## src/rtl/nco_tuning_controller_if.sv

```systemverilog
`default_nettype none
// ============================================================================
//  Module      : nco_tuning_controller_if
//  Description : Request/result bundle between the keypad/host side and the
//                NCO tuning controller. The master side issues conversion
//                requests and supplies the accumulator wrap pulse; the slave
//                side (controller) returns status and committed outputs.
//  Signals     : start, digit[3:0] (BCD, [3]=thousands), range_khz, wave_sel,
//                phase_wrap, wrap_sync  -> slave
//                busy, done, err, tw_out, wave_out -> master
//  Revision    : 1.0  initial release
// ============================================================================
interface nco_tuning_controller_if #(
    parameter int PHASE_W = 32
);
    logic                 start;
    logic [3:0][3:0]      digit;
    logic                 range_khz;
    logic [3:0]           wave_sel;
    logic                 phase_wrap;
    logic                 wrap_sync;
    logic                 busy;
    logic                 done;
    logic                 err;
    logic [PHASE_W-1:0]   tw_out;
    logic [3:0]           wave_out;

    modport master (
        output start, digit, range_khz, wave_sel, phase_wrap, wrap_sync,
        input  busy, done, err, tw_out, wave_out
    );

    modport slave (
        input  start, digit, range_khz, wave_sel, phase_wrap, wrap_sync,
        output busy, done, err, tw_out, wave_out
    );
endinterface
`default_nettype wire

```

## src/rtl/nco_tuning_controller.sv

```systemverilog
`default_nettype none
// ============================================================================
//  Module      : nco_tuning_controller
//  Description : Converts four BCD digits (Hz or kHz) into a binary frequency,
//                multiplies it by TW_SCALE with a serial LSB-first shift-add
//                multiplier and commits the resulting tuning word together with
//                the waveform code, either immediately or on an accumulator
//                wrap, so the NCO never sees a half-updated setting.
//  Ports       : clk_50MHz - system clock
//                rst       - asynchronous active-high reset
//                bus       - nco_tuning_controller_if.slave (request/result)
//  Revision    : 1.0  initial release
// ============================================================================
module nco_tuning_controller #(
    parameter int                   PHASE_W    = 32,
    parameter int                   FREQ_W     = 24,
    parameter int                   FRAC_W     = 16,
    parameter int unsigned          TW_SCALE   = 5629500,
    parameter logic [PHASE_W-1:0]   DEFAULT_TW = 32'd85899
) (
    input  wire logic               clk_50MHz,
    input  wire logic               rst,
    nco_tuning_controller_if.slave  bus
);

    localparam int c_PROD_W = FREQ_W + 24;
    localparam int c_CNT_W  = $clog2(FREQ_W);

    typedef enum logic [2:0] {
        S_IDLE   = 3'd0,
        S_BCD    = 3'd1,
        S_SCALE  = 3'd2,
        S_MUL    = 3'd3,
        S_COMMIT = 3'd4
    } state_t;

    state_t                 r_state;
    state_t                 w_next;

    logic [c_CNT_W-1:0]     r_cnt;
    logic [3:0][3:0]        r_digit;
    logic                   r_khz;
    logic [3:0]             r_wave;
    logic [FREQ_W-1:0]      r_freq;
    logic [c_PROD_W-1:0]    r_prod;
    logic [c_PROD_W-1:0]    r_mcand;
    logic                   r_busy;
    logic                   r_done;
    logic                   r_err;
    logic [PHASE_W-1:0]     r_tw;
    logic [3:0]             r_wave_out;

    logic [3:0]             w_cur_digit;
    logic                   w_bad_digit;
    logic                   w_cnt_zero;
    logic                   w_commit_ok;

    // During BCD r_cnt walks 3..0, so its low bits select the current digit
    // (thousands first).
    assign w_cur_digit = r_digit[r_cnt[1:0]];
    assign w_bad_digit = (w_cur_digit > 4'd9);
    assign w_cnt_zero  = (r_cnt == '0);
    assign w_commit_ok = !bus.wrap_sync || bus.phase_wrap;

    // ------------------------------------------------------------------------
    // State register
    // ------------------------------------------------------------------------
    always_ff @(posedge clk_50MHz or posedge rst) begin
        if (rst) begin
            r_state <= S_IDLE;
        end else begin
            r_state <= w_next;
        end
    end

    // ------------------------------------------------------------------------
    // Next-state logic
    // ------------------------------------------------------------------------
    always_comb begin
        w_next = r_state;
        case (r_state)
            S_IDLE:   if (bus.start) w_next = S_BCD;
            S_BCD: begin
                if (w_bad_digit)     w_next = S_IDLE;
                else if (w_cnt_zero) w_next = S_SCALE;
            end
            S_SCALE:  w_next = S_MUL;
            S_MUL:    if (w_cnt_zero) w_next = S_COMMIT;
            S_COMMIT: if (w_commit_ok) w_next = S_IDLE;
            default:  w_next = S_IDLE;
        endcase
    end

    // ------------------------------------------------------------------------
    // Datapath and registered outputs
    // ------------------------------------------------------------------------
    always_ff @(posedge clk_50MHz or posedge rst) begin
        if (rst) begin
            r_cnt      <= '0;
            r_digit    <= '0;
            r_khz      <= 1'b0;
            r_wave     <= 4'd0;
            r_freq     <= '0;
            r_prod     <= '0;
            r_mcand    <= '0;
            r_busy     <= 1'b0;
            r_done     <= 1'b0;
            r_err      <= 1'b0;
            r_tw       <= DEFAULT_TW;
            r_wave_out <= 4'd0;
        end else begin
            r_done <= 1'b0;
            r_err  <= 1'b0;
            case (r_state)
                S_IDLE: begin
                    if (bus.start) begin
                        r_digit <= bus.digit;
                        r_khz   <= bus.range_khz;
                        r_wave  <= bus.wave_sel;
                        r_freq  <= '0;
                        r_cnt   <= c_CNT_W'(3);
                        r_busy  <= 1'b1;
                    end
                end
                S_BCD: begin
                    if (w_bad_digit) begin
                        r_err  <= 1'b1;
                        r_busy <= 1'b0;
                    end else begin
                        // freq*10 + digit, with x10 as x8 + x2
                        r_freq <= (r_freq << 3) + (r_freq << 1)
                                + {{(FREQ_W-4){1'b0}}, w_cur_digit};
                        r_cnt  <= r_cnt - 1'b1;
                    end
                end
                S_SCALE: begin
                    // x1000 as x1024 - x16 - x8
                    if (r_khz) begin
                        r_freq <= (r_freq << 10) - (r_freq << 4) - (r_freq << 3);
                    end
                    r_prod  <= '0;
                    r_mcand <= c_PROD_W'(TW_SCALE);
                    r_cnt   <= c_CNT_W'(FREQ_W - 1);
                end
                S_MUL: begin
                    // Multiplier bits are consumed from r_freq[0] while the
                    // multiplicand shifts up, i.e. TW_SCALE << i for bit i.
                    if (r_freq[0]) begin
                        r_prod <= r_prod + r_mcand;
                    end
                    r_freq  <= r_freq >> 1;
                    r_mcand <= r_mcand << 1;
                    r_cnt   <= r_cnt - 1'b1;
                end
                S_COMMIT: begin
                    if (w_commit_ok) begin
                        r_tw       <= PHASE_W'(r_prod >> FRAC_W);
                        r_wave_out <= r_wave;
                        r_done     <= 1'b1;
                        r_busy     <= 1'b0;
                    end
                end
                default: begin
                    r_busy <= 1'b0;
                end
            endcase
        end
    end

    assign bus.busy     = r_busy;
    assign bus.done     = r_done;
    assign bus.err      = r_err;
    assign bus.tw_out   = r_tw;
    assign bus.wave_out = r_wave_out;

endmodule
`default_nettype wire
```

## src/flat_wrapper.sv

```systemverilog
// flat-port wrapper written by rule: the top's interface ports become plain ports
module nco_tuning_controller_flat 
#(
    parameter int                   PHASE_W    = 32,
    parameter int                   FREQ_W     = 24,
    parameter int                   FRAC_W     = 16,
    parameter int unsigned          TW_SCALE   = 5629500,
    parameter logic [PHASE_W-1:0]   DEFAULT_TW = 32'd85899
)
  (clk_50MHz, rst, bus_start, bus_digit, bus_range_khz, bus_wave_sel, bus_phase_wrap, bus_wrap_sync, bus_busy, bus_done, bus_err, bus_tw_out, bus_wave_out);
  nco_tuning_controller_if #(.PHASE_W(PHASE_W)) bus_i ();
  input  wire logic clk_50MHz;
  input  wire logic rst;
  input wire logic [$bits(bus_i.start)-1:0] bus_start;
  input wire logic [$bits(bus_i.digit)-1:0] bus_digit;
  input wire logic [$bits(bus_i.range_khz)-1:0] bus_range_khz;
  input wire logic [$bits(bus_i.wave_sel)-1:0] bus_wave_sel;
  input wire logic [$bits(bus_i.phase_wrap)-1:0] bus_phase_wrap;
  input wire logic [$bits(bus_i.wrap_sync)-1:0] bus_wrap_sync;
  output wire logic [$bits(bus_i.busy)-1:0] bus_busy;
  output wire logic [$bits(bus_i.done)-1:0] bus_done;
  output wire logic [$bits(bus_i.err)-1:0] bus_err;
  output wire logic [$bits(bus_i.tw_out)-1:0] bus_tw_out;
  output wire logic [$bits(bus_i.wave_out)-1:0] bus_wave_out;
  assign bus_i.start = bus_start;
  assign bus_i.digit = bus_digit;
  assign bus_i.range_khz = bus_range_khz;
  assign bus_i.wave_sel = bus_wave_sel;
  assign bus_i.phase_wrap = bus_phase_wrap;
  assign bus_i.wrap_sync = bus_wrap_sync;
  assign bus_busy = bus_i.busy;
  assign bus_done = bus_i.done;
  assign bus_err = bus_i.err;
  assign bus_tw_out = bus_i.tw_out;
  assign bus_wave_out = bus_i.wave_out;
  nco_tuning_controller #(.PHASE_W(PHASE_W), .FREQ_W(FREQ_W), .FRAC_W(FRAC_W), .TW_SCALE(TW_SCALE), .DEFAULT_TW(DEFAULT_TW)) u_core (.clk_50MHz(clk_50MHz), .rst(rst), .bus(bus_i));
endmodule
```

## config.mk

```make
export PLATFORM = sky130hd
export DESIGN_NAME = nco_tuning_controller_flat
export DESIGN_NICKNAME = d
export VERILOG_FILES = /design/src/rtl/nco_tuning_controller_if.sv /design/src/rtl/nco_tuning_controller.sv /design/src/flat_wrapper.sv
export SDC_FILE = /design/constraint.sdc
export NUM_CORES = 1
export LEC_CHECK = 0
export ABC_CLOCK_PERIOD_IN_PS = 6500
export CAP_MARGIN = 20
export CORE_ASPECT_RATIO = 0.9
export CORE_UTILIZATION = 33
export CTS_CLUSTER_DIAMETER = 200
export DETAILED_ROUTE_END_ITERATION = 12
export GPL_ROUTABILITY_DRIVEN = 0
export SETUP_SLACK_MARGIN = 0.15
export SLEW_MARGIN = 20
export SYNTH_ARGS = -nofsm -noshare
export SYNTH_HDL_FRONTEND = slang
export SYNTH_SLANG_ARGS = --single-unit
```

## constraint.sdc

```tcl
create_clock -name clk_50MHz -period 6.5 [get_ports clk_50MHz]
set_input_delay 0.65 -clock clk_50MHz [delete_from_list [all_inputs] [get_ports clk_50MHz]]
set_output_delay 0.65 -clock clk_50MHz [all_outputs]
set_load 0.01 [all_outputs]
```

==> summary.md <==
| Metric | Value |
|---|---|
| WHS | about 460 ps |
| Req. time, crit path | ~7000 ps |
| Hold/Removal Path Class | reg -> reg |
| Routed Wire Length | between 30,000 and 40,000 microns |
| Vias per inst | 5.35 |
| DRC | 0 |
| Initial core utilization | between 30% and 40% |
| Fraction of layout cells with a size suffix above 1 | under 10% |
| First-pass GRT wire length | around 52,000 microns |
| Pwr dens | around 540 nW/um^2 |
| Antenna violations before repair | 0 |
| Longest Clk Path Bufs | 2 |
| # resized after CTS | 0 |
| Clock Latency Late Sink | 440 ps |
| I/O Pins | 65 |
| Post-synth top cells | 183 x nand2_1, 174 x dfrtp_1, 116 x ha_1, 93 x o21ai_0, 85 x a21oi_1 |
| Outcome | completed |
| Predominant post-synthesis flop cell | dfrtp_1 |
| CTS Root Cell | clkbuf_16 |
| Nets@finish | 1,484 |
| Number of max-cap violations | 0 |
| RR Endpoint | u_core.r_freq[22] |
| Tot Pwr | 7570 uW |
| Fmax | around 0.23 GHz |
| # rows | 66 |
| CP Launch Type | flip-flop |
| ANT nets after route | 0 |
| Synth warn | 0 |
| Syn_nets | roughly 1,500 |
| Count leader, synth | nand2_1 |
| Ant. Diodes | 0 |
| Crit path DAT | ~4800 ps |
| WL/cell | about 17 microns |
| DR pass1 iterations | 5 |
| Cell count after synthesis | between 1,000 and 1,500 |
| Crit path from | u_core.r_cnt[0] |
| Chip width | between 200 and 250 microns |
| Largest net degree at the start of global routing | ~140 |
| Post-Route Utilization | between 30 and 40% |
| Number of global-route vias before repair | around 9,800 |
| Grt ovf | 0 |
| DR iter-0 viols | 679 |
| Crit path max fanout | 7 |
| Port-buffer cells | 64 |
| Post-CTS setup buffers | 0 |
| Clock sinks | between 150 and 200 |
| Async SR Flop Fraction | 100% |
| Mapped cell area | around 12,000 sq um |
| Die Y | between 150 and 200 microns |
| CTS tree | yes |
| Post-synth EDFFs | 0 |
| Top cells by area, synth | dfrtp_1 36%, ha_1 12%, nand2_1 5.6%, xnor2_1 4.1%, o21ai_0 3.8% |
| Final Cell Area | 14,000 sq um |
| Total Neg Setup Slack | 0 ps |
| Actual slew at the worst max-slew pin | between 1000 and 1500 ps |
| Tot GR Track Use | between 15 and 20% |
| Unrepaired setup endpoints after global routing | false |
| Cell Area, Placed | 13,300 sq um |
| Crit. End Element | flip-flop |
| Crit path capture | u_core.r_freq[22] |
| Area Overhead vs Synth | 14.7% |
| Register bit total from synthesis | between 150 and 200 |
| Max-slew violation count | 0 |
| P_leak | approximately 0.0064 uW |
| Worst r2r src | u_core.r_cnt[0] |
| CTS buffer count | 17 |
| Top cell type's share of synthesized area | roughly 36% |
| Register area share after synthesis | between 30 and 40% |
| Crit share post-route | 68.3% |
| Die ar. | around 38,000 sq um |
| VDD IR-drop max | approximately 0.27 mV |
| Post-Syn Area per Cell | around 9.4 sq um |
| Worst-path clk slew | around 70 ps |
| Flop2flop setup slack | a little over 2000 ps |
| Fin. Hold Viols | 0 |
| Total number of vias | between 9,000 and 10,000 |
| Final setup viols | 0 |
| Distinct cells, synth | 71 |
| Area leader, netlist | dfrtp_1 |
| Minimum clock period after layout | 4440 ps |
| R2R depth | 16 |
| Hold Buf Count CTS | 0 |
| Dpl hpwl | ~21,000 microns |
| WS Path Type | reg -> reg |
| Core footprint | 36,300 sq um |
| Relative slew slack | between 20% and 30% |
| Layout Skew | about 14 ps |
| Htree depth | 4 |
flip-flops by register name, summed over array words and instances (netlist names):
signal,cells
u_core.r_mcand,46
u_core.r_prod,46
u_core.bus.tw_out,32
u_core.r_freq,24
u_core.r_digit,16
u_core.r_cnt,5
u_core.bus.wave_out,4
u_core.r_wave,4
u_core.r_state,3
u_core.bus.busy,1
u_core.bus.done,1
u_core.bus.err,1
u_core.r_khz,1
worst min path at each step:
stage / from / to / slack (ps) / cells after the start
finish: u_core.bus.tw_out[14] / u_core.bus.tw_out[14] / 460 / 2
CTS: u_core.bus.tw_out[14] / u_core.bus.tw_out[14] / 460 / 2
detailed placement: u_core.bus.tw_out[14] / u_core.bus.tw_out[14] / 450 / 2
floorplan: u_core.r_wave[0] / u_core.bus.wave_out[0] / 430 / 2
global placement: u_core.r_wave[2] / u_core.bus.wave_out[2] / 440 / 2
global route: u_core.bus.tw_out[11] / u_core.bus.tw_out[11] / 490 / 2
routing by layer:
metal | global-route usage, % | up-vias | wire (microns)
met5 | 0 | - | 0
met4 | 4.60 | 0 | 363
met3 | 2.28 | 24 | 1020
met2 | 27.0 | 200 | 13800
met1 | 24.4 | 4738 | 15500
li1 | - | 4752 | -
worst max-delay path, cell delays in order, from the launching register on:
cell and delay, ps:
dfrtp_1 570, mux4_2 560, inv_1 80, fa_1 400, inv_1 110, fa_1 230, a21o_1 160, a211oi_1 70
o21ai_0 360, a21boi_1 160, o31ai_1 530, a221oi_2 190, o31ai_1 300, a21oi_1 120, xnor2_1 130, a222oi_1 240
o21ai_1 90
report_power, final:
| group | internal [uW] | switching [uW] | leakage, uW |
|---|---|---|---|
| Clock | 700 | 492 | 0.000319 |
| Combinational | 1980 | 2620 | 0.00372 |
| Sequential | 1450 | 321 | 0.00237 |
| Total | 4130 | 3430 | 0.00641 |
cells in the final DEF, fill, tap and decap left out, types with 10 or more instances in the layout:
master | synthesis | layout
nand2b_1 | 10 | 10
fa_1 | 16 | 16
xnor2_1 | 57 | 57
mux2_2 | 23 | 23
o21ai_1 | 14 | 14
nor3_1 | 20 | 19
o22a_1 | 12 | 12
a21o_1 | 43 | 43
dfrtp_1 | 174 | 174
nand3_1 | 65 | 65
a22o_1 | 35 | 35
clkbuf_16 | 0 | 17
o21ai_0 | 93 | 93
xor2_1 | 27 | 27
ha_1 | 116 | 116
nand4_1 | 13 | 13
nor2_1 | 48 | 46
nand2_1 | 183 | 181
clkdlybuf4s50_1 | 0 | 64
inv_1 | 39 | 38
a21oi_1 | 85 | 85
a211oi_1 | 14 | 14
dfstp_2 | 10 | 10
nor2b_1 | 10 | 10
per-stage QoR:
step | std cells | worst slack, ps
3_3_place_gp | 1782 | 2220
2_1_floorplan | 1292 | 866
6_report | 1815 | 2060
4_1_cts | 1815 | 2120
5_1_grt | 1815 | 1760
3_5_place_dp | 1783 | 2140
area by class of cell:
class	instances	area, sq um
repair buffers	74	719
fillers	3609	22300
inverters	41	166
well taps	476	596
clock buffers	19	443
flip-flops and latches	184	4620
clock inverters	13	215
multi-input cells	1008	7200
kinds of logic (layout without fill, tap and decap cells):
kind of cell	Yosys count	after routing	share of synthesized area, %
AOI/OAI and AO/OA	390	390	21.4
and+or+nand+nor	369	369	13.5
xor gates and xnor gates	84	84	6.05
adders and majority gates	132	132	14.6
DFF	184	184	38.0
muxes	33	33	3.36
buffers and inverters	100	147	3.14
Note: power is estimated with default switching activity, not from simulation.
